`config.mk`:
```
export PLATFORM = sky130hd
export DESIGN_NAME = dram_id_remap
export DESIGN_NICKNAME = d
export VERILOG_FILES = /design/src/rtl/dram_id_remap_pkg.sv /design/src/rtl/dram_id_remap_table.sv /design/src/rtl/dram_id_remap.sv
export SDC_FILE = /design/constraint.sdc
export NUM_CORES = 1
export LEC_CHECK = 0
export BUFFER_PORTS_ARGS = -buffer_cell sky130_fd_sc_hd__buf_4
export CAP_MARGIN = 20
export CORE_AREA = 4 4 220 222
export DETAILED_ROUTE_END_ITERATION = 16
export DIE_AREA = 0 0 224 226
export GPL_TIMING_DRIVEN = 0
export PLACE_DENSITY = 0.56
export REMOVE_ABC_BUFFERS = 1
export SLEW_MARGIN = 10
export SYNTH_ARGS = -nofsm -noshare
export SYNTH_HDL_FRONTEND = slang
export SYNTH_SLANG_ARGS = --single-unit
```
`constraint.sdc`:
```
create_clock -name clk_i -period 2.8 [get_ports clk_i]
set_input_delay 0.14 -clock clk_i [delete_from_list [all_inputs] [get_ports clk_i]]
set_output_delay 0.14 -clock clk_i [all_outputs]
set_load 0.02 [all_outputs]
```
`src/rtl/dram_id_remap_pkg.sv`:
```
// Shared widths, AXI channel/request/response structs and the counter-width helper for dram_id_remap.
package dram_id_remap_pkg;

    localparam int DefSlvIdWidth   = 6;
    localparam int DefMstIdWidth   = 4;
    localparam int DefTableEntries = 8;
    localparam int DefMaxTxnsPerId = 8;
    localparam int AddrWidth       = 32;
    localparam int DataWidth       = 64;
    localparam int UserWidth       = 4;

    function automatic int cnt_width(input int max_txns);
        return $clog2(max_txns + 1);
    endfunction

    typedef struct packed {
        logic [DefSlvIdWidth-1:0] id;
        logic [AddrWidth-1:0]     addr;
        logic [7:0]               len;
        logic [2:0]               size;
        logic [1:0]               burst;
        logic [UserWidth-1:0]     user;
    } slv_ax_chan_t;

    typedef struct packed {
        logic [DefMstIdWidth-1:0] id;
        logic [AddrWidth-1:0]     addr;
        logic [7:0]               len;
        logic [2:0]               size;
        logic [1:0]               burst;
        logic [UserWidth-1:0]     user;
    } mst_ax_chan_t;

    typedef struct packed {
        logic [DataWidth-1:0]   data;
        logic [DataWidth/8-1:0] strb;
        logic                   last;
        logic [UserWidth-1:0]   user;
    } w_chan_t;

    typedef struct packed {
        logic [DefSlvIdWidth-1:0] id;
        logic [1:0]               resp;
        logic [UserWidth-1:0]     user;
    } slv_b_chan_t;

    typedef struct packed {
        logic [DefMstIdWidth-1:0] id;
        logic [1:0]               resp;
        logic [UserWidth-1:0]     user;
    } mst_b_chan_t;

    typedef struct packed {
        logic [DefSlvIdWidth-1:0] id;
        logic [DataWidth-1:0]     data;
        logic [1:0]               resp;
        logic                     last;
        logic [UserWidth-1:0]     user;
    } slv_r_chan_t;

    typedef struct packed {
        logic [DefMstIdWidth-1:0] id;
        logic [DataWidth-1:0]     data;
        logic [1:0]               resp;
        logic                     last;
        logic [UserWidth-1:0]     user;
    } mst_r_chan_t;

    typedef struct packed {
        slv_ax_chan_t aw;
        logic         aw_valid;
        w_chan_t      w;
        logic         w_valid;
        logic         b_ready;
        slv_ax_chan_t ar;
        logic         ar_valid;
        logic         r_ready;
    } axi_slv_req_t;

    typedef struct packed {
        logic        aw_ready;
        logic        ar_ready;
        logic        w_ready;
        slv_b_chan_t b;
        logic        b_valid;
        slv_r_chan_t r;
        logic        r_valid;
    } axi_slv_rsp_t;

    typedef struct packed {
        mst_ax_chan_t aw;
        logic         aw_valid;
        w_chan_t      w;
        logic         w_valid;
        logic         b_ready;
        mst_ax_chan_t ar;
        logic         ar_valid;
        logic         r_ready;
    } axi_mst_req_t;

    typedef struct packed {
        logic        aw_ready;
        logic        ar_ready;
        logic        w_ready;
        mst_b_chan_t b;
        logic        b_valid;
        mst_r_chan_t r;
        logic        r_valid;
    } axi_mst_rsp_t;

endpackage

```
`src/rtl/dram_id_remap_table.sv`:
```
// One direction's remap table: SoC ID -> slot (controller ID) with per-slot outstanding counters.
module dram_id_remap_table
    import dram_id_remap_pkg::*;
#(
    parameter int SlvIdWidth   = DefSlvIdWidth,
    parameter int MstIdWidth   = DefMstIdWidth,
    parameter int TableEntries = DefTableEntries,
    parameter int MaxTxnsPerId = DefMaxTxnsPerId
) (
    input  logic                  clk_i,
    input  logic                  rst_ni,
    input  logic [SlvIdWidth-1:0] lookup_id,
    output logic [MstIdWidth-1:0] lookup_idx,
    output logic                  stall,
    input  logic                  push,
    input  logic                  resp_hs,
    input  logic                  resp_last,
    input  logic [MstIdWidth-1:0] resp_idx,
    output logic [SlvIdWidth-1:0] resp_id,
    output logic                  resp_err
);

    localparam int CntW = cnt_width(MaxTxnsPerId);

    logic [TableEntries-1:0] vld_q;
    logic [SlvIdWidth-1:0]   id_q  [TableEntries];
    logic [CntW-1:0]         cnt_q [TableEntries];

    logic                  hit, hit_full, free, resp_ok;
    logic [MstIdWidth-1:0] hit_idx, free_idx;
    logic [TableEntries-1:0] inc, dec;

    // Lookup sees only registered state, so a slot freed this cycle is not reused until the next one.
    always_comb begin
        hit      = 1'b0;
        hit_full = 1'b0;
        hit_idx  = '0;
        free     = 1'b0;
        free_idx = '0;
        for (int i = TableEntries - 1; i >= 0; i--) begin
            if (vld_q[i] && id_q[i] == lookup_id) begin
                hit      = 1'b1;
                hit_idx  = MstIdWidth'(i);
                hit_full = (cnt_q[i] == CntW'(MaxTxnsPerId));
            end
            if (!vld_q[i]) begin
                free     = 1'b1;
                free_idx = MstIdWidth'(i);
            end
        end
        lookup_idx = hit ? hit_idx : free_idx;
        stall      = hit ? hit_full : !free;
    end

    always_comb begin
        resp_ok = 1'b0;
        resp_id = '0;
        for (int i = 0; i < TableEntries; i++) begin
            if (resp_idx == MstIdWidth'(i) && vld_q[i] && cnt_q[i] != '0) begin
                resp_ok = 1'b1;
                resp_id = id_q[i];
            end
        end
    end

    assign resp_err = resp_hs & !resp_ok;

    always_comb begin
        inc = '0;
        dec = '0;
        for (int i = 0; i < TableEntries; i++) begin
            inc[i] = push && lookup_idx == MstIdWidth'(i);
            dec[i] = resp_hs && resp_last && resp_ok && resp_idx == MstIdWidth'(i);
        end
    end

    // Push and pop on the same slot cancel out and the slot stays valid.
    always_ff @(posedge clk_i or negedge rst_ni) begin
        if (!rst_ni) begin
            vld_q <= '0;
            for (int i = 0; i < TableEntries; i++) begin
                id_q[i]  <= '0;
                cnt_q[i] <= '0;
            end
        end else begin
            for (int i = 0; i < TableEntries; i++) begin
                if (inc[i] && !dec[i]) begin
                    vld_q[i] <= 1'b1;
                    id_q[i]  <= lookup_id;
                    cnt_q[i] <= cnt_q[i] + CntW'(1);
                end else if (dec[i] && !inc[i]) begin
                    cnt_q[i] <= cnt_q[i] - CntW'(1);
                    if (cnt_q[i] == CntW'(1)) vld_q[i] <= 1'b0;
                end
            end
        end
    end

endmodule

```
`src/rtl/dram_id_remap.sv`:
```
// AXI ID remapper in front of a narrow-ID DRAM controller; sticky err_o exists with DRAM_ID_REMAP_ERR_EN.
module dram_id_remap
    import dram_id_remap_pkg::*;
#(
    parameter int  SlvIdWidth   = DefSlvIdWidth,
    parameter int  MstIdWidth   = DefMstIdWidth,
    parameter int  TableEntries = DefTableEntries,
    parameter int  MaxTxnsPerId = DefMaxTxnsPerId,
    parameter type slv_req_t    = axi_slv_req_t,
    parameter type slv_rsp_t    = axi_slv_rsp_t,
    parameter type mst_req_t    = axi_mst_req_t,
    parameter type mst_rsp_t    = axi_mst_rsp_t
) (
    input  logic     clk_i,
    input  logic     rst_ni,
    input  slv_req_t slv_req_i,
    output slv_rsp_t slv_rsp_o,
    output mst_req_t mst_req_o,
    input  mst_rsp_t mst_rsp_i
`ifdef DRAM_ID_REMAP_ERR_EN
    ,
    output logic     err_o
`endif
);

    logic                  aw_stall, ar_stall, aw_push, ar_push, b_hs, r_hs, b_err, r_err;
    logic [MstIdWidth-1:0] aw_idx, ar_idx;
    logic [SlvIdWidth-1:0] b_id, r_id;

    // A transfer happens when valid and ready are both high at a rising edge; stall gates valid and
    // ready together and depends only on table state and the request ID, never on a ready.
    assign aw_push = slv_req_i.aw_valid & !aw_stall & mst_rsp_i.aw_ready;
    assign ar_push = slv_req_i.ar_valid & !ar_stall & mst_rsp_i.ar_ready;
    assign b_hs    = mst_rsp_i.b_valid & slv_req_i.b_ready;
    assign r_hs    = mst_rsp_i.r_valid & slv_req_i.r_ready;

    dram_id_remap_table #(
        .SlvIdWidth(SlvIdWidth), .MstIdWidth(MstIdWidth),
        .TableEntries(TableEntries), .MaxTxnsPerId(MaxTxnsPerId)
    ) u_wr_table (
        .clk_i(clk_i), .rst_ni(rst_ni),
        .lookup_id(slv_req_i.aw.id), .lookup_idx(aw_idx), .stall(aw_stall), .push(aw_push),
        .resp_hs(b_hs), .resp_last(1'b1), .resp_idx(mst_rsp_i.b.id),
        .resp_id(b_id), .resp_err(b_err)
    );

    dram_id_remap_table #(
        .SlvIdWidth(SlvIdWidth), .MstIdWidth(MstIdWidth),
        .TableEntries(TableEntries), .MaxTxnsPerId(MaxTxnsPerId)
    ) u_rd_table (
        .clk_i(clk_i), .rst_ni(rst_ni),
        .lookup_id(slv_req_i.ar.id), .lookup_idx(ar_idx), .stall(ar_stall), .push(ar_push),
        .resp_hs(r_hs), .resp_last(mst_rsp_i.r.last), .resp_idx(mst_rsp_i.r.id),
        .resp_id(r_id), .resp_err(r_err)
    );

    always_comb begin
        mst_req_o.aw.id    = aw_idx;
        mst_req_o.aw.addr  = slv_req_i.aw.addr;
        mst_req_o.aw.len   = slv_req_i.aw.len;
        mst_req_o.aw.size  = slv_req_i.aw.size;
        mst_req_o.aw.burst = slv_req_i.aw.burst;
        mst_req_o.aw.user  = slv_req_i.aw.user;
        mst_req_o.aw_valid = slv_req_i.aw_valid & !aw_stall;
        mst_req_o.w        = slv_req_i.w;
        mst_req_o.w_valid  = slv_req_i.w_valid;
        mst_req_o.b_ready  = slv_req_i.b_ready;
        mst_req_o.ar.id    = ar_idx;
        mst_req_o.ar.addr  = slv_req_i.ar.addr;
        mst_req_o.ar.len   = slv_req_i.ar.len;
        mst_req_o.ar.size  = slv_req_i.ar.size;
        mst_req_o.ar.burst = slv_req_i.ar.burst;
        mst_req_o.ar.user  = slv_req_i.ar.user;
        mst_req_o.ar_valid = slv_req_i.ar_valid & !ar_stall;
        mst_req_o.r_ready  = slv_req_i.r_ready;

        slv_rsp_o.aw_ready = mst_rsp_i.aw_ready & !aw_stall;
        slv_rsp_o.ar_ready = mst_rsp_i.ar_ready & !ar_stall;
        slv_rsp_o.w_ready  = mst_rsp_i.w_ready;
        slv_rsp_o.b.id     = b_id;
        slv_rsp_o.b.resp   = mst_rsp_i.b.resp;
        slv_rsp_o.b.user   = mst_rsp_i.b.user;
        slv_rsp_o.b_valid  = mst_rsp_i.b_valid;
        slv_rsp_o.r.id     = r_id;
        slv_rsp_o.r.data   = mst_rsp_i.r.data;
        slv_rsp_o.r.resp   = mst_rsp_i.r.resp;
        slv_rsp_o.r.last   = mst_rsp_i.r.last;
        slv_rsp_o.r.user   = mst_rsp_i.r.user;
        slv_rsp_o.r_valid  = mst_rsp_i.r_valid;
    end

`ifdef DRAM_ID_REMAP_ERR_EN
    always_ff @(posedge clk_i or negedge rst_ni) begin
        if (!rst_ni)             err_o <= 1'b0;
        else if (b_err || r_err) err_o <= 1'b1;
    end
`else
    logic unused_err;
    assign unused_err = b_err | r_err;
`endif

endmodule

```
After elaboration in Yosys (flattened, before gate mapping)
Cells that the tools add are included.
{"block": "op_classes", "reduce_logical": 219, "n_addsub": 32, "shift": 0, "n_mul": 0, "magnitude_cmp": 0, "n_eq_ne": 76, "bitwise": 8, "mux": 196, "n_div": 0}
{"operator": "$mux W4", "count": 32}
{"operator": "$logic_and A1 B1 Y1", "count": 115}
{"operator": "$mux W1", "count": 114}
{"operator": "$mux W3", "count": 34}
{"operator": "$eq A6 B6 Y1", "count": 16}
{"operator": "$mux W6", "count": 16}
{"operator": "$eq A4 B1 Y1 const B", "count": 20}
{"operator": "$add A4 B1 Y4 const B", "count": 16}
{"operator": "$eq A4 B3 Y1 const B", "count": 16}
{"operator": "$eq A4 B4 Y1 const B", "count": 16}
{"operator": "$reduce_bool A2 Y1", "count": 32}
{"operator": "$reduce_bool A4 Y1", "count": 16}
{"operator": "$sub A4 B1 Y4 const B", "count": 16}
{"operator": "$logic_not A1 Y1", "count": 36}
{"operator": "$eq A4 B2 Y1 const B", "count": 8}
{"operator": "$reduce_and A2 Y1", "count": 16}
{"operator": "$logic_not A4 Y1", "count": 4}
{"operator": "$and A1 B1 Y1", "count": 8}
{"block": "totals", "out_inout_bits": 282, "romBits": 0, "ramBits": 0, "reg_bits": 176, "memories": 0, "word_cells": 579, "inputBits": 284, "latchBits": 0}

Longest topological paths before layout
Gate-level depths: netlist of the first run.
{"block": "depth", "ltp_word": 19, "mapped_depth": 15}

By module
A second synthesis of the first run with hierarchy kept.
{"block": "hier_totals", "hier_cells": 1433, "hier_area_um2": 13743.2}
{"module": "dram_id_remap_table at u_rd_table", "area_each_um2": 5875.6, "cells_per_inst": 588, "instances": 1}
{"module": "dram_id_remap_table at u_wr_table", "area_each_um2": 5871.9, "cells_per_inst": 578, "instances": 1}
{"module": "dram_id_remap", "area_each_um2": 1995.7, "cells_per_inst": 267, "instances": 1}

Least setup slack after synthesis of the first run
No wires, ideal clock.
{"block": "synth_path", "path_kind": "reg-to-reg", "from": "reg u_wr_table.cnt_q[12] (netlist bit)", "to": "reg u_wr_table.cnt_q[31] (netlist bit)", "period_less_slack_ps": 3045, "stages_incl_launch_ff": 14, "setup_slack_ps": -245, "arrival_time_ps": 2966, "setup_time_ps": 79, "cell_sequence": "dfrtp_1 inv_1 ha_1 or3b_2 and4_1 nor2_1 a31o_2 nor3_1 nand2_1 ha_1 clkbuf_1 or4_1 a21oi_1 xor2_1"}
{"block": "synth_via", "elab_chain_len": 14}
{"item": "start: declaration", "line": "dram_id_remap_table.sv:27", "text": "logic [CntW-1:0] cnt_q [TableEntries];"}
{"item": "start signal: indexed assignment", "line": "dram_id_remap_table.sv:90", "text": "cnt_q[i] <= cnt_q[i] + CntW'(1);"}
{"item": "start signal: indexed assignment", "line": "dram_id_remap_table.sv:92", "text": "cnt_q[i] <= cnt_q[i] - CntW'(1);"}
{"item": "$eq A4 B4 Y1", "line": "dram_id_remap_table.sv:44", "text": "hit_full = (cnt_q[i] == CntW'(MaxTxnsPerId));"}
{"item": "$mux W1 (5 in series)", "line": "dram_id_remap_table.sv:41", "text": "if (vld_q[i] && id_q[i] == lookup_id) begin"}
{"item": "$mux W1", "line": "dram_id_remap_table.sv:52", "text": "stall = hit ? hit_full : !free;"}
{"item": "$logic_not A1 Y1", "line": "dram_id_remap.sv:32", "text": "assign aw_push = slv_req_i.aw_valid & !aw_stall & mst_rsp_i.aw_ready;"}
{"item": "$and A1 B1 Y1 (2 in series)", "line": "dram_id_remap.sv:32"}
{"item": "$logic_and A1 B1 Y1", "line": "dram_id_remap_table.sv:72", "text": "inc[i] = push && lookup_idx == MstIdWidth'(i);"}
{"item": "$logic_not A1 Y1", "line": "dram_id_remap_table.sv:91", "text": "end else if (dec[i] && !inc[i]) begin"}
{"item": "$logic_and A1 B1 Y1", "line": "dram_id_remap_table.sv:91"}
{"item": "$reduce_bool A2 Y1 (no source line)"}
Parallel ways exist; a longest one is shown, timed or not.
A chain may end at the register's enable or synchronous reset.

Worst setup path after layout of the first run
{"block": "layout_path", "from": "reg u_wr_table.id_q[30] (netlist bit)", "to": "reg u_wr_table.id_q[32] (netlist bit)"}
{"block": "layout_via", "elab_chain_len": 11}
{"item": "start: declaration", "line": "dram_id_remap_table.sv:26", "text": "logic [SlvIdWidth-1:0] id_q [TableEntries];"}
{"item": "start signal: indexed assignment", "line": "dram_id_remap_table.sv:89", "text": "id_q[i] <= lookup_id;"}
{"item": "$eq A6 B6 Y1 *", "line": "dram_id_remap_table.sv:41"}
{"item": "$logic_and A1 B1 Y1 *", "line": "dram_id_remap_table.sv:41"}
{"item": "$mux W1 (3 in series)", "line": "dram_id_remap_table.sv:41"}
{"item": "$mux W1", "line": "dram_id_remap_table.sv:52"}
{"item": "$logic_not A1 Y1", "line": "dram_id_remap.sv:32"}
{"item": "$and A1 B1 Y1 (2 in series)", "line": "dram_id_remap.sv:32"}
{"item": "$logic_and A1 B1 Y1 *", "line": "dram_id_remap_table.sv:72"}
{"item": "$logic_and A1 B1 Y1 *", "line": "dram_id_remap_table.sv:87", "text": "if (inc[i] && !dec[i]) begin"}
Mark *: on every way between the ends. The rest lies on a longest branch, timed or not.

==> results of run 1 <==
## layer usage
metal	routed length (um)	part of all wire [%]	GRT usage (%)
met1	20690	18	21.84
met2	46460	41	60.71
met3	26630	23	48.16
met4	18830	17	54.36
met5	1152	1.0	20.21
## how the worst max path moves through the flow
stage,to,depth (start not counted),slack (ns),start
finish,u_wr_table.id_q[32],15,-0.55,u_wr_table.id_q[30]
global route,u_rd_table.cnt_q[6],16,-0.71,u_rd_table.id_q[28]
CTS,u_rd_table.cnt_q[15],15,-0.44,u_rd_table.id_q[38]
detailed placement,u_rd_table.cnt_q[31],11,-1.14,u_rd_table.cnt_q[28]
global placement,u_rd_table.cnt_q[11],10,-1.35,u_rd_table.cnt_q[20]
floorplan,u_wr_table.cnt_q[19],12,-0.19,u_wr_table.cnt_q[12]
## synth_stat cells (all sizes together), types with 3 or more instances
master,instances
nor2,71
and3b,3
nand2,64
nand3b,6
o31ai,6
mux2,109
nand2b,5
clkbuf,26
a21o,14
xnor2,49
o21ai,35
nand4,41
a211oi,12
xor2,95
mux2i,17
a22oi,28
nor4b,6
or3,5
inv,46
and4b,4
a31oi,4
nor3,25
or3b,3
nor2b,14
or4,16
nand3,23
nand4b,3
a21oi,46
ha,82
buf,284
dfrtp,176
nor4,21
a221oi,5
nor3b,6
a22o,5
and4,10
## cell type report
cell class,instances,area [sq um]
fill,4387,28980
multi-input combinational,860,8902
sequential,176,4417
timing repair buffer,262,2447
tap,607,759.5
clock buffer,18,439.2
clock inverter,14,225.2
inverter,46,187.7
## sequential cells by signal (all words and copies together), names as in the netlist
name / flops
u_rd_table.id_q: 48
u_wr_table.id_q: 48
u_rd_table.cnt_q: 32
u_wr_table.cnt_q: 32
u_rd_table.vld_q: 8
u_wr_table.vld_q: 8
## timing repair
action                                  4_1_cts  5_1_grt
cloned                                        0        0
pin swaps                                   139       88
hold buffers                                  1        0
gates resized for setup                     408      145
hold endpoints to repair                     47        0
setup buffers                               147       65
endpoints found under the setup margin      189      189
## cell families (layout without fill, tap and decap cells)
family	count (synthesis)	in the layout	share of synthesized area (%)
DFF	176	176	32.13
and+or+nand+nor	333	333	14.37
other	1	2	0.02736
adders and majority gates	82	82	7.486
muxes	126	126	10.20
AOI/OAI and AO/OA	173	173	8.883
xor gates and xnor gates	144	144	9.257
buffers and inverters	356	340	17.65
## per-stage QoR
step	hold WS [ns]	instances	area, sq um
after floorplan	-0.1556	1082	11460
final	0.1192	1983	17380
after global placement	0.2818	1746	12650
after CTS	0.1090	1927	16350
after global routing	0.1162	1983	17380
after detailed placement	0.08851	1749	12730
## power by group
group,total (uW),switching [uW],internal (uW)
Clock,2820,1270,1550
Sequential,3430,521,2910
Combinational,2780,1330,1440
==> flow_summary_export.csv, run 1 <==
group,metric,value,unit
sta,min_period,3.350,ns
floorplanning,fp.dieW,224,um
grt,gr-total-overflow,0,
setup_path,worstPathRequired,3.16,ns
floorplanning,io_pins,566,
sta,maxSlewViolCount,0,
drt,num_vias,11825,
logic_synthesis,synthCells,1391,
setup_path,crit_path_top_delay_cell,"dfrtp_1",
power_and_ir_drop,p_leak,0.007615,uW
status,status,"complete, but fails checks",
drt,post_drt_wl_per_cell,57.36,um
hold_path,hold_depth,2,
layout,final_common_cell,"dfrtp_1",
logic_synthesis,yosysWarnings,0,
setup_path,r2r_end,"u_wr_table.id_q[32]",
cts,path_clk_slew,0.08,ns
grt,grt_pass1_vias,11031,
drt,final_antenna_net_count,0,
setup_path,rr_worst_depth,15,
setup_path,reg2reg_slack,-0.55,ns
setup_path,cp.arrival,3.71,ns
status,violations,"negative setup slack",
place,gp_congestion,1.376,
setup_path,max_stage_delay,0.42,ns
logic_synthesis,synth_area_leaders,"dfrtp_1 (32%), buf_4 (15%), mux2_2 (9.0%)",
grt,grt_max_degree,74,
grt,track_usage,42.77,%
drt,drt-vias-per-instance,5.963,
layout,layout_common_cells,"dfrtp_1 (166), buf_4 (165), mux2_4 (100), xor2_1 (86), buf_6 (82)",
setup_path,r2r-start,"u_wr_table.id_q[30]",
setup_path,critPathKind,"register to register",
logic_synthesis,ys_seq_elements,176,
setup_path,cpLargestDelayFamily,"buffers and inverters",
drt,drt_iter0_drc,1152,
power_and_ir_drop,p_total,9036,uW
sta,fin_skew,0.01530,ns
hold_path,min-delay-start,"slv_req_i[191]",
hold_path,hold_path_end,"u_wr_table.id_q[17]",
logic_synthesis,ys_types,75,
logic_synthesis,synth.yosys.seq_area_share,32.13,%
cts,tritoncts,"done",
hold_path,hp-class,"primary input to register",
place,port_buffers,57,
sta,tns,-73.91,ns
floorplanning,row_count,79,
layout,drive_gt1_share,48.84,%
grt,grt_pass1_wl,135.6,mm
drt,drc,0,
power_and_ir_drop,power.density,520.0,nW/um^2
logic_synthesis,synth_top_area_cell,"dfrtp_1",
logic_synthesis,synth_top_cell_area_share,32.13,%
logic_synthesis,synth-main-ff-cell,"dfrtp_1",
drt,dr.pass1.iters,5,
power_and_ir_drop,vdd_drop_max,0.4762,mV
grt,grt_antenna_before_repair,0,
cts,clk_latency,0.48,ns
logic_synthesis,synth_edf_count,0,
sta,hold_viol_final,0,
floorplanning,coreArea,46360,sq um
cts,htreeDepth,4,
logic_synthesis,async_reset_ff_share,100.0,%
cts,cts_buffer_depth,2,
sta,timing.final.ws_setup,-0.5499,ns
setup_path,endpoint_kind,"register",
setup_path,crit_path_cell_trace,"xnor2_1 > nand4_1 > buf_4 > nor4_4 > a31oi_4 > a22oi_2 > buf_4 > o21ai_4 > buf_6 > buf_6 > nor4_4 > buf_4 > buf_6 > ha_4 > mux2_4",
layout,area_delta_synth_final,26.79,%
sta,rsz0062_at_grt,"true",
place,dp_slack,-1.137,ns
sta,fmax,298.5,MHz
floorplanning,die-area,50620,sq um
drt,routed_wl,113.7,mm
setup_path,startpoint_type,"register",
run,cap_violations,0,
sta,worstMarginPinSlew,0.8839,ns
sta,maxSlewHeadroom,40.95,%
logic_synthesis,synth_area,13710,sq um
sta,post-route-period-util,119.6,%
cts,cts_made_buffers,17,
logic_synthesis,syn_area_per_cell,9.853,sq um
floorplanning,die_y,226,um
floorplanning,start_util,29.56,%
layout,diodes,0,
layout,fin_nets,1729,
cts,root_buffer,"clkbuf_16",
setup_path,cp_max_fo,7,
place,dpl.hpwl,97.67,mm
setup_path,crit_buf_inv,6,
sta,final-setup-viol-count,183,
cts,cts.sinks,176,
layout,post-route-util,37.49,%
Power figures use the tool's default switching activity.
==> inputs of run 2 (changes only) <==
--- a/config.mk
+++ b/config.mk
@@ -11,9 +11,10 @@
 export DETAILED_ROUTE_END_ITERATION = 16
 export DIE_AREA = 0 0 224 226
 export GPL_TIMING_DRIVEN = 0
-export PLACE_DENSITY = 0.56
+export PLACE_DENSITY = 0.57
 export REMOVE_ABC_BUFFERS = 1
 export SLEW_MARGIN = 10
 export SYNTH_ARGS = -nofsm -noshare
 export SYNTH_HDL_FRONTEND = slang
+export SYNTH_HIERARCHICAL = 1
 export SYNTH_SLANG_ARGS = --single-unit
==> run 2 against run 1 <==
  * The flow still finishes with violations (negative setup slack)
  * Maximum frequency decreased by 13%
  * Design area decreased by 6.0%
  * First-iteration DRC count decreased by 30%
  * Highest routed layer unchanged
  * Cell count decreased by 1.6%
  * Synthesized area increased by 0.15%
  * Critical path type unchanged
==> flow_summary_export.csv, run 2 <==
group,metric,value,unit
status,status,"complete, but fails checks",
status,violations,"negative setup slack",
sta,worstMarginPinSlew,1.154,ns
logic_synthesis,synth_area,13730,sq um
hold_path,hold_depth,3,
drt,routed_wl,115.4,mm
layout,largestRegisters,"u_rd_table/id_q: 48 flops, u_wr_table/id_q: 48 flops",
hold_path,hp-class,"primary input to register",
cts,cts_buffer_depth,2,
layout,multiInputGateArea,8594,sq um
cts,root_buffer,"clkbuf_16",
layout,seq_area,4418,sq um
floorplanning,row_count,79,
sta,fmax,259.1,MHz
layout,final_common_cell,"dfrtp_1",
power_and_ir_drop,p_leak,0.007064,uW
floorplanning,die-area,50620,sq um
sta,maxSlewHeadroom,22.90,%
sta,maxSlewViolCount,0,
floorplanning,fp.dieW,224,um
cts,clk_latency,0.51,ns
layout,layout_common_cells,"dfrtp_1 (165), buf_4 (143), xor2_1 (79), nand2_1 (74), mux2_4 (66)",
grt,grt_pass1_vias,10767,
sta,min_period,3.859,ns
floorplanning,io_pins,566,
drt,post_drt_wl_per_cell,59.16,um
setup_path,startpoint_type,"register",
run,cap_violations,0,
setup_path,cp.arrival,4.28,ns
logic_synthesis,synthCells,1431,
cts,cts_made_buffers,17,
logic_synthesis,syn_area_per_cell,9.592,sq um
layout,fin_nets,1694,
drt,drt-vias-per-instance,5.784,
layout,area_delta_synth_final,18.98,%
place,post_dp_cell_area,12710,sq um
grt,gr-total-overflow,0,
cts,path_clk_slew,0.08,ns
sta,timing.final.ws_setup,-1.059,ns
floorplanning,coreArea,46360,sq um
setup_path,critPathKind,"register to register",
sta,fin_skew,0.01930,ns
layout,drive_gt1_share,42.00,%
sta,rsz0062_at_grt,"true",
place,port_buffers,57,
drt,drt_iter0_drc,812,
layout,fillerInstances,4598,
setup_path,cp_max_fo,4,
place,dpl.hpwl,101.5,mm
setup_path,worstPathRequired,3.23,ns
power_and_ir_drop,power.density,560.1,nW/um^2
sta,hold_viol_final,0,
setup_path,r2r_end,"u_rd_table/cnt_q[19]",
grt,grt_pass1_wl,138.2,mm
layout,post-route-util,35.23,%
floorplanning,die_y,226,um
drt,num_vias,11285,
sta,final-setup-viol-count,189,
power_and_ir_drop,vdd_drop_max,0.4757,mV
grt,grt_max_degree,99,
cts,tritoncts,"done",
setup_path,r2r-start,"u_rd_table/id_q[5]",
grt,grt_antenna_before_repair,0,
sta,post-route-period-util,137.8,%
drt,drc,0,
place,gp_congestion,1.370,
hold_path,hold_path_end,"u_rd_table/id_q[20]",
grt,track_usage,44.12,%
setup_path,reg2reg_slack,-1.06,ns
floorplanning,start_util,29.61,%
drt,final_antenna_net_count,0,
drt,dr.pass1.iters,5,
setup_path,rr_worst_depth,16,
layout,postLayoutCellArea,16330,sq um
cts,cts.sinks,176,
logic_synthesis,yosysWarnings,6,
cts,htreeDepth,4,
setup_path,endpoint_kind,"register",
hold_path,min-delay-start,"slv_req_i[53]",
run 2: cell type report:
type	count	share of cell area, %
clock buffers	17	2.605
clock inverters	15	1.425
diodes	1	0.01532
well taps	607	4.651
repair buffers	196	10.51
inverters	47	1.111
flip-flops and latches	176	27.05
multi-input cells	892	52.63
run 2: critical path, cell delays in order (launching register included):
cell       delay (ns)
dfrtp_1          0.40
xnor2_1          0.14
nand4_1          0.17
nor4_4           0.09
or4_4            0.56
or4_4            0.51
nand3_4          0.10
and3b_2          0.27
nand2b_4         0.10
a2bb2oi_4        0.16
buf_12           0.14
a2111oi_4        0.03
buf_4            0.20
ha_4             0.18
or4_4            0.41
a21oi_2          0.15
xor2_1           0.16
run 2: power by group:
part	total, uW	internal (uW)	switching [uW]
Combinational	2830	1450	1390
Clock	2760	1320	1440
Sequential	3550	2960	592
run 2: how the worst max path moves through the flow:
stage | end | cells past startpoint | start
5_1_grt | u_rd_table/cnt_q[19] | 16 | u_rd_table/id_q[5]
3_3_place_gp | u_rd_table/cnt_q[15] | 12 | u_rd_table/cnt_q[28]
6_report | u_rd_table/cnt_q[19] | 16 | u_rd_table/id_q[5]
2_1_floorplan | u_rd_table/cnt_q[19] | 14 | u_rd_table/id_q[19]
3_5_place_dp | u_rd_table/cnt_q[15] | 12 | u_rd_table/cnt_q[28]
4_1_cts | u_rd_table/cnt_q[23] | 14 | u_rd_table/id_q[5]
run 2: timing repair:
| item | CTS | global route |
|---|---|---|
| pin swaps | 114 | 43 |
| hold buffers | 2 | 0 |
| hold endpoints to repair | 79 | 0 |
| buffers inserted | 111 | 31 |
| setup endpoints to repair | 196 | 196 |
| gates resized for setup | 359 | 79 |
run 2: metrics by stage:
step	setup TNS (ns)	worst slack, ns	std cells	hold slack (ns)	power [uW]
2_1_floorplan	-56.30	-0.8476	1115	-0.1556	4734
6_report	-134.98	-1.059	1951	0.06615	9146
4_1_cts	-120.44	-1.002	1925	0.03295	8945
5_1_grt	-149.52	-1.154	1950	0.05633	9560
3_3_place_gp	-251.23	-2.285	1779	0.2819	5476
3_5_place_dp	-235.62	-2.014	1782	0.2141	5500
run 2: metal layers:
metal / routed length (um) / GRT usage, %
met4: 16420 / 48.90
met3: 25270 / 47.26
met1: 23060 / 24.41
met2: 48750 / 65.07
met5: 1915 / 27.89
==> inputs of run 3 (changes only) <==
--- a/config.mk
+++ b/config.mk
@@ -5,13 +5,14 @@
 export SDC_FILE = /design/constraint.sdc
 export NUM_CORES = 1
 export LEC_CHECK = 0
+export ABC_AREA = 1
 export BUFFER_PORTS_ARGS = -buffer_cell sky130_fd_sc_hd__buf_4
 export CAP_MARGIN = 20
-export CORE_AREA = 4 4 220 222
+export CORE_AREA = 4 4 218 220
 export DETAILED_ROUTE_END_ITERATION = 16
-export DIE_AREA = 0 0 224 226
+export DIE_AREA = 0 0 222 224
 export GPL_TIMING_DRIVEN = 0
-export PLACE_DENSITY = 0.57
+export PLACE_DENSITY = 0.59
 export REMOVE_ABC_BUFFERS = 1
 export SLEW_MARGIN = 10
 export SYNTH_ARGS = -nofsm -noshare
==> run 3 against run 2 <==
  * The flow still finishes with violations (negative setup slack)
  * Sequential share of layout area is 0.71 points lower
  * Via count grew 22%
  * Register-to-register slack improved by 0.80 ns
  * Power up 64%
  * Critical endpoint is now u_wr_table/cnt_q[19]
  * Largest power group is now combinational logic
==> flow_summary_export.csv, run 3 <==
group,metric,value,unit
drt,routed_wl,113.0,mm
sta,min_period,3.057,ns
power_and_ir_drop,vdd_drop_max,0.5732,mV
cts,clk_latency,0.47,ns
status,violations,"negative setup slack",
grt,grt_pass1_vias,12149,
layout,postLayoutCellArea,16760,sq um
grt,grt_antenna_before_repair,0,
floorplanning,die-area,49730,sq um
setup_path,cp.arrival,3.42,ns
grt,gr-total-overflow,0,
floorplanning,io_pins,566,
setup_path,critPathKind,"register to register",
hold_path,hp-class,"primary input to register",
setup_path,path_common_cell,"nand2_1",
floorplanning,start_util,31.50,%
layout,diodes,0,
sta,maxSlewViolCount,0,
layout,fillerInstances,4697,
cts,cts_made_buffers,17,
cts,root_buffer,"clkbuf_16",
drt,final_antenna_net_count,0,
place,gp_congestion,1.363,
sta,hold_viol_final,0,
drt,post_drt_wl_per_cell,45.43,um
setup_path,endpoint_kind,"register",
floorplanning,die_y,224,um
cts,cts.sinks,176,
layout,layout_common_cells,"nand2_1 (339), inv_1 (242), dfrtp_1 (168), buf_4 (136), nand3_1 (86)",
sta,timing.final.ws_setup,-0.2569,ns
layout,largestRegisters,"u_rd_table/id_q: 48 flops, u_wr_table/id_q: 48 flops",
place,post_dp_cell_area,13290,sq um
logic_synthesis,synthCells,1954,
drt,drt_iter0_drc,1397,
drt,drt-vias-per-instance,5.523,
sta,worstMarginPinSlew,0.7785,ns
power_and_ir_drop,p_leak,0.007793,uW
sta,final-setup-viol-count,80,
floorplanning,row_count,78,
setup_path,worstPathRequired,3.16,ns
sta,fmax,327.1,MHz
setup_path,crit_path_top_delay_cell,"dfrtp_1",
cts,path_clk_slew,0.08,ns
place,port_buffers,57,
place,dpl.hpwl,97.63,mm
layout,area_delta_synth_final,17.50,%
status,status,"complete, but fails checks",
grt,track_usage,42.59,%
layout,fin_nets,2238,
drt,num_vias,13736,
cts,tritoncts,"done",
power_and_ir_drop,power.density,897.4,nW/um^2
floorplanning,fp.dieW,222,um
setup_path,max_stage_delay,0.36,ns
layout,drive_gt1_share,32.11,%
setup_path,crit_path_cell_trace,"inv_1 > ha_1 > inv_1 > nor3_2 > o21ai_1 > inv_1 > nand2_1 > nand2_1 > nand2_1 > nand2_1 > nand2_1 > nand3_2 > inv_2 > nand2_4 > nor2_4 > nand2_4 > nor2_4 > ha_4 > nor2_4 > nand3_2 > o21ai_1 > o21ai_1 > xor2_1 > inv_1",
logic_synthesis,syn_area_per_cell,7.299,sq um
drt,drc,0,
setup_path,startpoint_type,"register",
sta,post-route-period-util,109.2,%
sta,maxSlewHeadroom,47.70,%
power_and_ir_drop,p_total,15040,uW
setup_path,cp_max_fo,5,
cts,cts_buffer_depth,2,
cts,htreeDepth,4,
sta,fin_skew,0.01184,ns
run,cap_violations,0,
logic_synthesis,yosysWarnings,6,
grt,grt_pass1_wl,135.4,mm
sta,rsz0062_at_grt,"true",
logic_synthesis,synth_area,14260,sq um
drt,dr.pass1.iters,9,
layout,final_common_cell,"nand2_1",
grt,grt_max_degree,92,
floorplanning,coreArea,45280,sq um
==> run 3: final timing paths <==
path                                          start              endpoint  slack, ns  cells past startpoint
worst max register to register  u_wr_table/cnt_q[8]  u_wr_table/cnt_q[19]      -0.26                     24
min in group asynchronous                    rst_ni  u_rd_table/cnt_q[21]       0.27                      2
worst max-delay path            u_wr_table/cnt_q[8]  u_wr_table/cnt_q[19]      -0.26                     24
max in group asynchronous                    rst_ni   u_wr_table/vld_q[5]       1.52                      3
worst min-delay path                  slv_req_i[54]   u_rd_table/id_q[45]      0.003                      3
worst min register to register  u_wr_table/cnt_q[3]   u_wr_table/cnt_q[3]       0.51                      2
==> run 3: repair_timing <==
action,in CTS,in global routing
setup buffers,49,92
pin swaps,65,139
resized for setup,182,413
hold buffers,1,0
endpoints found under the setup margin,174,174
endpoints found under the hold margin,85,0
==> run 3: worst max-delay path, delay by kind of cell (launching register included) <==
kind,cells,cell delay [ns]
AOI/OAI and AO/OA,3,0.33
adders and majority gates,2,0.49
xor gates and xnor gates,1,0.14
DFF,1,0.36
and+or+nand+nor,13,1.26
buffers and inverters,5,0.39
==> run 3: area by class of cell <==
class / count / area (sq um) / area share [%]
multi-input cells: 1170 / 7971 / 47.57
clock inverters: 14 / 145.1 / 0.8661
repair buffers: 198 / 1814 / 10.83
flip-flops and latches: 176 / 4414 / 26.34
clock buffers: 18 / 429.2 / 2.561
inverters: 311 / 1234 / 7.361
well taps: 600 / 750.7 / 4.480
==> run 3: metal layers <==
layer | part of all wire [%] | up-vias | GRT usage (%)
met3 | 23 | 387 | 46.81
li1 | - | 5820 | -
met1 | 19 | 6243 | 22.96
met2 | 41 | 1252 | 60.87
met4 | 16 | 34 | 51.54
met5 | 1.4 | - | 24.10
==> run 3: stage by stage <==
stage,TNS [ns],hold WS [ns],utilization [%],cells,setup slack (ns)
finish,-7.031,0.002571,37.01,2487,-0.2569
global route,-22.48,0.01041,37.01,2487,-0.3693
CTS,-0.2767,0.003898,32.81,2397,-0.08928
detailed placement,-68.80,0.2227,29.34,2315,-0.6757
global placement,-69.47,0.2819,29.27,2314,-0.7256
floorplan,0,-0.1556,-,1657,0.1830
==> run 3: power breakdown <==
group          total (uW)  switching (uW)  internal, uW
Clock                2510            1260          1260
Sequential           4700            1050          3650
Combinational        7830            4640          3190
Total               15000            6950          8090
